==> config.mk <==
export PLATFORM = sky130hd
export DESIGN_NAME = bch_decode_scheduler
export DESIGN_NICKNAME = d
export VERILOG_FILES = /design/src/rtl/bch_decode_scheduler_pkg.sv /design/src/rtl/bch_decode_scheduler_rr_arbiter_onehot.sv /design/src/rtl/bch_decode_scheduler.sv
export SDC_FILE = /design/constraint.sdc
export NUM_CORES = 1
export LEC_CHECK = 0
export ABC_AREA = 1
export ABC_CLOCK_PERIOD_IN_PS = 2700
export CORE_ASPECT_RATIO = 0.8
export CORE_UTILIZATION = 35
export DETAILED_ROUTE_END_ITERATION = 6
export GPL_ROUTABILITY_DRIVEN = 0
export GPL_TIMING_DRIVEN = 0
export PLACE_DENSITY = 0.61
export SYNTH_ARGS = -nofsm -noshare
export SYNTH_HDL_FRONTEND = slang
export SYNTH_SLANG_ARGS = --single-unit
==> constraint.sdc <==
create_clock -name I_clk -period 2.7 [get_ports I_clk]
set_clock_uncertainty 0.1 [all_clocks]
set_input_delay 0.405 -clock I_clk [delete_from_list [all_inputs] [get_ports I_clk]]
set_output_delay 0.405 -clock I_clk [all_outputs]
set_load 0.01 [all_outputs]
==> src/rtl/bch_decode_scheduler_pkg.sv <==
// Shared definitions for the BCH decode scheduler.
//   - Controller state encoding.
//   - Default codeword/data widths of the BCH(15,5,t=3) decoder configuration.
package bch_decode_scheduler_pkg;

  // Controller states: IDLE -> ARM -> RUN -> DONE -> IDLE
  localparam logic [1:0] ST_IDLE = 2'd0;
  localparam logic [1:0] ST_ARM  = 2'd1;
  localparam logic [1:0] ST_RUN  = 2'd2;
  localparam logic [1:0] ST_DONE = 2'd3;

  // BCH(15,5,t=3): codeword width N and data width K
  localparam int BCH_N = 15;
  localparam int BCH_K = 5;

endpackage

==> src/rtl/bch_decode_scheduler_rr_arbiter_onehot.sv <==
// One-hot round-robin arbiter (purely combinational).
// The search starts one position above the last winner and wraps, so the
// previous owner gets lowest priority on the next pick.
// Ports:
//   req   - request vector, one bit per requester
//   ptr   - index of the previous winner
//   grant - one-hot winner, zero when no request is set
//   idx   - binary index of the winner (0 when no request is set)
//   valid - at least one request was set
module rr_arbiter_onehot #(
  parameter int C_REQ = 4,
  parameter int PTR_W = (C_REQ > 1) ? $clog2(C_REQ) : 1
) (
  input  logic [C_REQ-1:0] req,
  input  logic [PTR_W-1:0] ptr,
  output logic [C_REQ-1:0] grant,
  output logic [PTR_W-1:0] idx,
  output logic             valid
);

  logic [PTR_W-1:0] cand;

  always_comb begin
    grant = '0;
    idx   = '0;
    valid = 1'b0;
    cand  = '0;
    // Visit ptr+1, ptr+2, ... ptr+C_REQ (= ptr itself last), first hit wins
    for (int k = 1; k <= C_REQ; k++) begin
      cand = PTR_W'((int'(ptr) + k) % C_REQ);
      if (!valid && req[cand]) begin
        valid       = 1'b1;
        grant[cand] = 1'b1;
        idx         = cand;
      end
    end
  end

endmodule

==> src/rtl/bch_decode_scheduler.sv <==
// Shares one BCH decoder between C_REQ requesters.
// A round-robin pick latches the winner's codeword, the decoder is driven
// through an en-only ARM cycle and then en+start until it reports ready,
// and the corrected word is returned with a one-cycle ack. A watchdog ends
// a decode that never becomes ready and flags it with O_err.
// Ports:
//   I_clk, I_rst_n     - clock, asynchronous active-low reset
//   I_req, I_data      - per-requester request level and codeword
//   O_grant, O_ack     - one-hot owner of the job, one-cycle completion pulse
//   O_data, O_err      - corrected data (held until next completion), timeout flag
//   O_busy             - controller not idle
//   O_dec_en, O_dec_start, O_dec_data - decoder control and codeword
//   I_dec_data, I_dec_ready           - decoder result and ready
module bch_decode_scheduler
  import bch_decode_scheduler_pkg::*;
#(
  parameter int C_REQ     = 4,
  parameter int C_N       = BCH_N,
  parameter int C_K       = BCH_K,
  parameter int C_TIMEOUT = 1023,
  // 2**C_TO_W must exceed C_TIMEOUT or the watchdog can never fire
  parameter int C_TO_W    = 10
) (
  input  logic                 I_clk,
  input  logic                 I_rst_n,
  input  logic [C_REQ-1:0]     I_req,
  input  logic [C_REQ*C_N-1:0] I_data,
  output logic [C_REQ-1:0]     O_grant,
  output logic [C_REQ-1:0]     O_ack,
  output logic [C_K-1:0]       O_data,
  output logic                 O_err,
  output logic                 O_busy,
  output logic                 O_dec_en,
  output logic                 O_dec_start,
  output logic [C_N-1:0]       O_dec_data,
  input  logic [C_K-1:0]       I_dec_data,
  input  logic                 I_dec_ready
);

  localparam int PTR_W = (C_REQ > 1) ? $clog2(C_REQ) : 1;

  logic [1:0]        state;
  logic [PTR_W-1:0]  ptr;
  logic [C_TO_W-1:0] to_cnt;
  logic [C_N-1:0]    codeword;

  logic [C_REQ-1:0]  pick;
  logic [PTR_W-1:0]  pick_idx;
  logic              pick_vld;

  rr_arbiter_onehot #(
    .C_REQ (C_REQ),
    .PTR_W (PTR_W)
  ) u_arb (
    .req   (I_req),
    .ptr   (ptr),
    .grant (pick),
    .idx   (pick_idx),
    .valid (pick_vld)
  );

  // The decoder re-reads its codeword at completion, so it is fed from the
  // latched register and never from the live request bus.
  assign O_dec_data = codeword;

  always_ff @(posedge I_clk or negedge I_rst_n) begin
    if (!I_rst_n) begin
      state       <= ST_IDLE;
      ptr         <= PTR_W'(C_REQ - 1);
      to_cnt      <= '0;
      codeword    <= '0;
      O_grant     <= '0;
      O_ack       <= '0;
      O_data      <= '0;
      O_err       <= 1'b0;
      O_busy      <= 1'b0;
      O_dec_en    <= 1'b0;
      O_dec_start <= 1'b0;
    end else begin
      O_ack <= '0;
      case (state)
        ST_IDLE: begin
          // At least one en-low cycle here resets the decoder's sticky ready
          O_err       <= 1'b0;
          O_dec_en    <= 1'b0;
          O_dec_start <= 1'b0;
          if (pick_vld) begin
            codeword <= I_data[pick_idx*C_N +: C_N];
            O_grant  <= pick;
            ptr      <= pick_idx;
            O_busy   <= 1'b1;
            O_dec_en <= 1'b1;
            state    <= ST_ARM;
          end
        end
        ST_ARM: begin
          // Start was low for one enabled cycle, so this rise is a clean edge
          O_dec_start <= 1'b1;
          state       <= ST_RUN;
        end
        ST_RUN: begin
          // Ready takes precedence over an expiring watchdog
          if (I_dec_ready) begin
            O_data      <= I_dec_data;
            O_err       <= 1'b0;
            O_ack       <= O_grant;
            O_dec_en    <= 1'b0;
            O_dec_start <= 1'b0;
            state       <= ST_DONE;
          end else if (to_cnt == C_TO_W'(C_TIMEOUT)) begin
            O_data      <= '0;
            O_err       <= 1'b1;
            O_ack       <= O_grant;
            O_dec_en    <= 1'b0;
            O_dec_start <= 1'b0;
            state       <= ST_DONE;
          end else begin
            to_cnt <= to_cnt + 1'b1;
          end
        end
        ST_DONE: begin
          O_grant <= '0;
          O_err   <= 1'b0;
          O_busy  <= 1'b0;
          to_cnt  <= '0;
          state   <= ST_IDLE;
        end
        default: begin
          state <= ST_IDLE;
        end
      endcase
    end
  end

endmodule
==> metrics.md <==
| Metric | Value |
|---|---|
| Detailed placer's ending HPWL | 7200 um |
| Area of all placed cells without fillers | 4730 um2 |
| Aggregate global-route resource usage | 19.6% |
| Filler cell count | 920 |
| Met3 WL post-DR | 599 um |
| Fraction of power consumed by sequential logic | 18.1% |
| Count of final hold-check violations | 0 |
| Async SR Flop Fraction | 100% |
| Area of the multi-input gates | 1690 um2 |
| Total clock buffers created by CTS | 5 |
| Maximum fanout encountered on the critical timing path | 13 |
| Die width | 110 um |
| ANT cells | 0 |
| Arrival time at the worst endpoint | 2630 ps |
| Maximum buffer depth of the clock tree | 2 |
| Net switching share of the total power | 49.0% |
| R2r worst-path depth | 16 |
| Worst-Skew Late Latency | 290 ps |
| Syn Std Cell Area | 3290 um2 |
| Number of enable-type register cells in the synthesized netlist | 0 |
| Via count normalized by instance count | 4.78 |
| Clock slew at the register clock pins of the worst setup and hold paths | 60 ps |
| Status | completed |
| Antenna violations before repair | 0 |
| Number of maximum-capacitance violations | 0 |
| Required @ worst endpoint | 2830 ps |
| Least-Margin Pin Slew | 473 ps |
| Flop-to-flop setup slack | 200 ps |
| Most frequently used flop master after synthesis | sky130_fd_sc_hd__dfrtp_1 |
| Floorplan row count | 31 |
| # nets final | 680 |
| Capture point of the worst path | O_dec_data[3] |
| Fraction of final layout cells with drive strength greater than 1 | 10.7% |
| Max-slew violations | 0 |
| DR WL/cell | 12.9 um |
| Via count of the first global-routing pass | 3328 |
| CORE AREA | 9080 um2 |
| Most common library cell in the layout ignoring fill and taps | sky130_fd_sc_hd__nand2_1 |
| Crit path launch | ptr[0] |
| Syn nets | 564 |
| Slew headroom | 68.5% |
| Met2 WL post-DR | 4130 um |
| # port buffers | 103 |
| Area occupied by registers | 1150 um2 |
| Global-route wire length before repair | 15600 um |
| Vertical die dimension | 88.8 um |
| Worst setup SP type | flop |
| Worst Setup End Kind | flop |
| GRT overflow | 0 |
| Post-synthesis cell count | 479 |
| Total negative slack | 0 ps |
| Count of cell types in the netlist | 37 |
| Residual DRC | 0 |
| Yosys reg bits | 46 |
| Syn avg cell area | 6.88 um2 |
| Placement Cell Area | 4480 um2 |
| Upper clock frequency limit | 400 MHz |
| Share of total power in the clock network | 10.8% |
| Path type of the worst min-delay path | flop to flop |
| Commonest cells after routing, fill and taps aside | 142 x sky130_fd_sc_hd__nand2_1, 102 x sky130_fd_sc_hd__clkdlybuf4s50_1, 85 x sky130_fd_sc_hd__inv_1 |
| Largest net degree at the start of global routing | 33 |
| Post-synth top area share | 33.4% |
| Crit Reg-Reg Endpoint | O_dec_data[3] |
| Number of vias after detailed routing | 3397 |
| First drt pass iteration count | 4 |
| Clock root cell | sky130_fd_sc_hd__clkbuf_16 |
| Proportion of power drawn by combinational gates | 71.1% |
| Final setup violation count | 0 |
| RSZ-0062 raised after global routing | false |
| Sequential share of the synthesized area | 35.0% |
| Clock tree from TritonCTS | yes |
| Yosys synthesis warning count | 0 |
| Full die area | 9800 um2 |
| Most area-consuming cells after synthesis | sky130_fd_sc_hd__dfrtp_1 33%, sky130_fd_sc_hd__nand2_1 16%, sky130_fd_sc_hd__nand3_1 12%, sky130_fd_sc_hd__inv_1 9.7%, sky130_fd_sc_hd__ha_1 4.9% |
| Uppermost signal routing layer after detailed routing | met4 |
| Level count of the clock H-tree | 2 |
| R2R Path Start | ptr[0] |
| Initial Utilization | 36.3% |
| Final Core Density | 52.1% |
| Total power divided by cell area | 1350 nW/um2 |
| Type of the worst setup path | flop to flop |
| Tmin final | 2500 ps |
| Net switching component of the power | 0.00313 W |
| Fraction of the cycle the final worst path needs | 92.7% |
| Internal Power | 0.00325 W |
| Ports placed on the boundary | 104 |
| Peak supply drop | 0.609 mV |
| Detailed Route Iter0 Violations | 168 |
| Sinks on Clock Net | 46 |
| Area Overhead vs Synth | 43.6% |
| Synth area leader | sky130_fd_sc_hd__dfrtp_1 |
| Remaining antenna violation count after routing | 0 |
| Leakage Power | 2.45 nW |
| Total detailed-routing wirelength | 9200 um |
| Wire length on met1 | 4360 um |
-- worst min path at each step --
stage,startpoint,endpoint,slack [ps],cells after the start
2_1_floorplan,I_rst_n,O_ack[0],9,0
3_3_place_gp,O_data[3],O_data[3],350,2
3_5_place_dp,I_rst_n,to_cnt[2],240,1
4_1_cts,O_data[2],O_data[2],370,2
5_1_grt,O_data[2],O_data[2],390,2
6_report,O_data[2],O_data[2],370,2
-- critical path, stage by stage (launching register included) --
cell and delay (ps):
sky130_fd_sc_hd__dfstp_2 580, sky130_fd_sc_hd__buf_6 150, sky130_fd_sc_hd__inv_6 70, sky130_fd_sc_hd__ha_4 290, sky130_fd_sc_hd__nand3_2 120, sky130_fd_sc_hd__nand2_4 150, sky130_fd_sc_hd__inv_4 60, sky130_fd_sc_hd__o21ai_1 70
sky130_fd_sc_hd__nand2_1 70, sky130_fd_sc_hd__nand2_2 120, sky130_fd_sc_hd__nand2_2 100, sky130_fd_sc_hd__buf_6 150, sky130_fd_sc_hd__nand2_1 50, sky130_fd_sc_hd__nand3_1 110, sky130_fd_sc_hd__nand2_1 120, sky130_fd_sc_hd__nand2_1 60
sky130_fd_sc_hd__nand2_1 60
-- layer usage --
layer  global-route usage (%)  vias up
li1                         -     1734
met1                     25.0     1548
met2                     33.5      104
met3                     4.86       11
met4                     5.33        0
met5                        0        -
-- power groups by stage --
| stage | Sequential (W) | Combinational, W | Clock, W |
|---|---|---|---|
| final | 0.00115 | 0.00454 | 0.000689 |
| after global routing | 0.00119 | 0.00507 | 0.000736 |
| after CTS | 0.00116 | 0.00432 | 0.000703 |
| after detailed placement | 0.00116 | 0.00431 | 0 |
| after global placement | 0.00115 | 0.00424 | 0 |
| after floorplan | 0.00122 | 0.00288 | 0 |
-- metrics by stage --
step / std cells / hold slack (ps) / setup WS (ps) / power [W]
6_report: 711 / 371 / 198 / 0.00638
5_1_grt: 711 / 391 / 45.3 / 0.00700
4_1_cts: 707 / 374 / 26.1 / 0.00618
3_5_place_dp: 698 / 239 / 33.1 / 0.00547
3_3_place_gp: 697 / 352 / -209 / 0.00539
2_1_floorplan: 479 / 9.41 / 398 / 0.00410
-- registers in the layout (all words and copies together), names as in the netlist --
name	cells
O_dec_data	15
to_cnt	10
O_data	5
O_ack	4
O_grant	4
ptr	2
state	2
O_busy	1
O_dec_en	1
O_dec_start	1
O_err	1
-- synthesized netlist by cell type, types with 4 or more instances --
cell	count
sky130_fd_sc_hd__nand2_1	143
sky130_fd_sc_hd__nand3_2	5
sky130_fd_sc_hd__xor2_1	5
sky130_fd_sc_hd__buf_2	8
sky130_fd_sc_hd__dfrtp_1	44
sky130_fd_sc_hd__nand3_1	81
sky130_fd_sc_hd__o21ai_0	4
sky130_fd_sc_hd__o22ai_1	5
sky130_fd_sc_hd__nor2_1	12
sky130_fd_sc_hd__a21oi_1	9
sky130_fd_sc_hd__buf_6	5
sky130_fd_sc_hd__o21ai_1	10
sky130_fd_sc_hd__ha_1	13
sky130_fd_sc_hd__inv_2	5
sky130_fd_sc_hd__a22oi_1	5
sky130_fd_sc_hd__nand2_2	10
sky130_fd_sc_hd__inv_1	85
sky130_fd_sc_hd__nand4_1	5
-- final cells by class --
type	instances	area share, %
plain buffers	17	2.86
inverters	92	7.46
flip-flops and latches	46	24.4
well taps	115	3.04
repair buffers	109	23.0
clock buffers	5	2.65
multi-input cells	324	35.8
clock inverters	3	0.847
-- cell families (layout without fill, tap and decap cells) --
family,count (synthesis),after routing,synth area share [%]
AO/OA/AOI/OAI,38,38,7.03
flip-flops,46,46,35.0
buffers and inverters,109,226,14.2
adder cells (fa/ha/maj),13,13,4.94
XOR/XNOR,5,5,1.33
AND/OR/NAND/NOR,268,268,37.5
-- timing repair --
item / CTS / global route
hold endpoints to repair: 14 / 0
hold buffers: 1 / 0
setup buffers: 0 / 4
setup endpoints to repair: 0 / 23
resized for setup: 0 / 15
(Power assumes the default switching activity.)
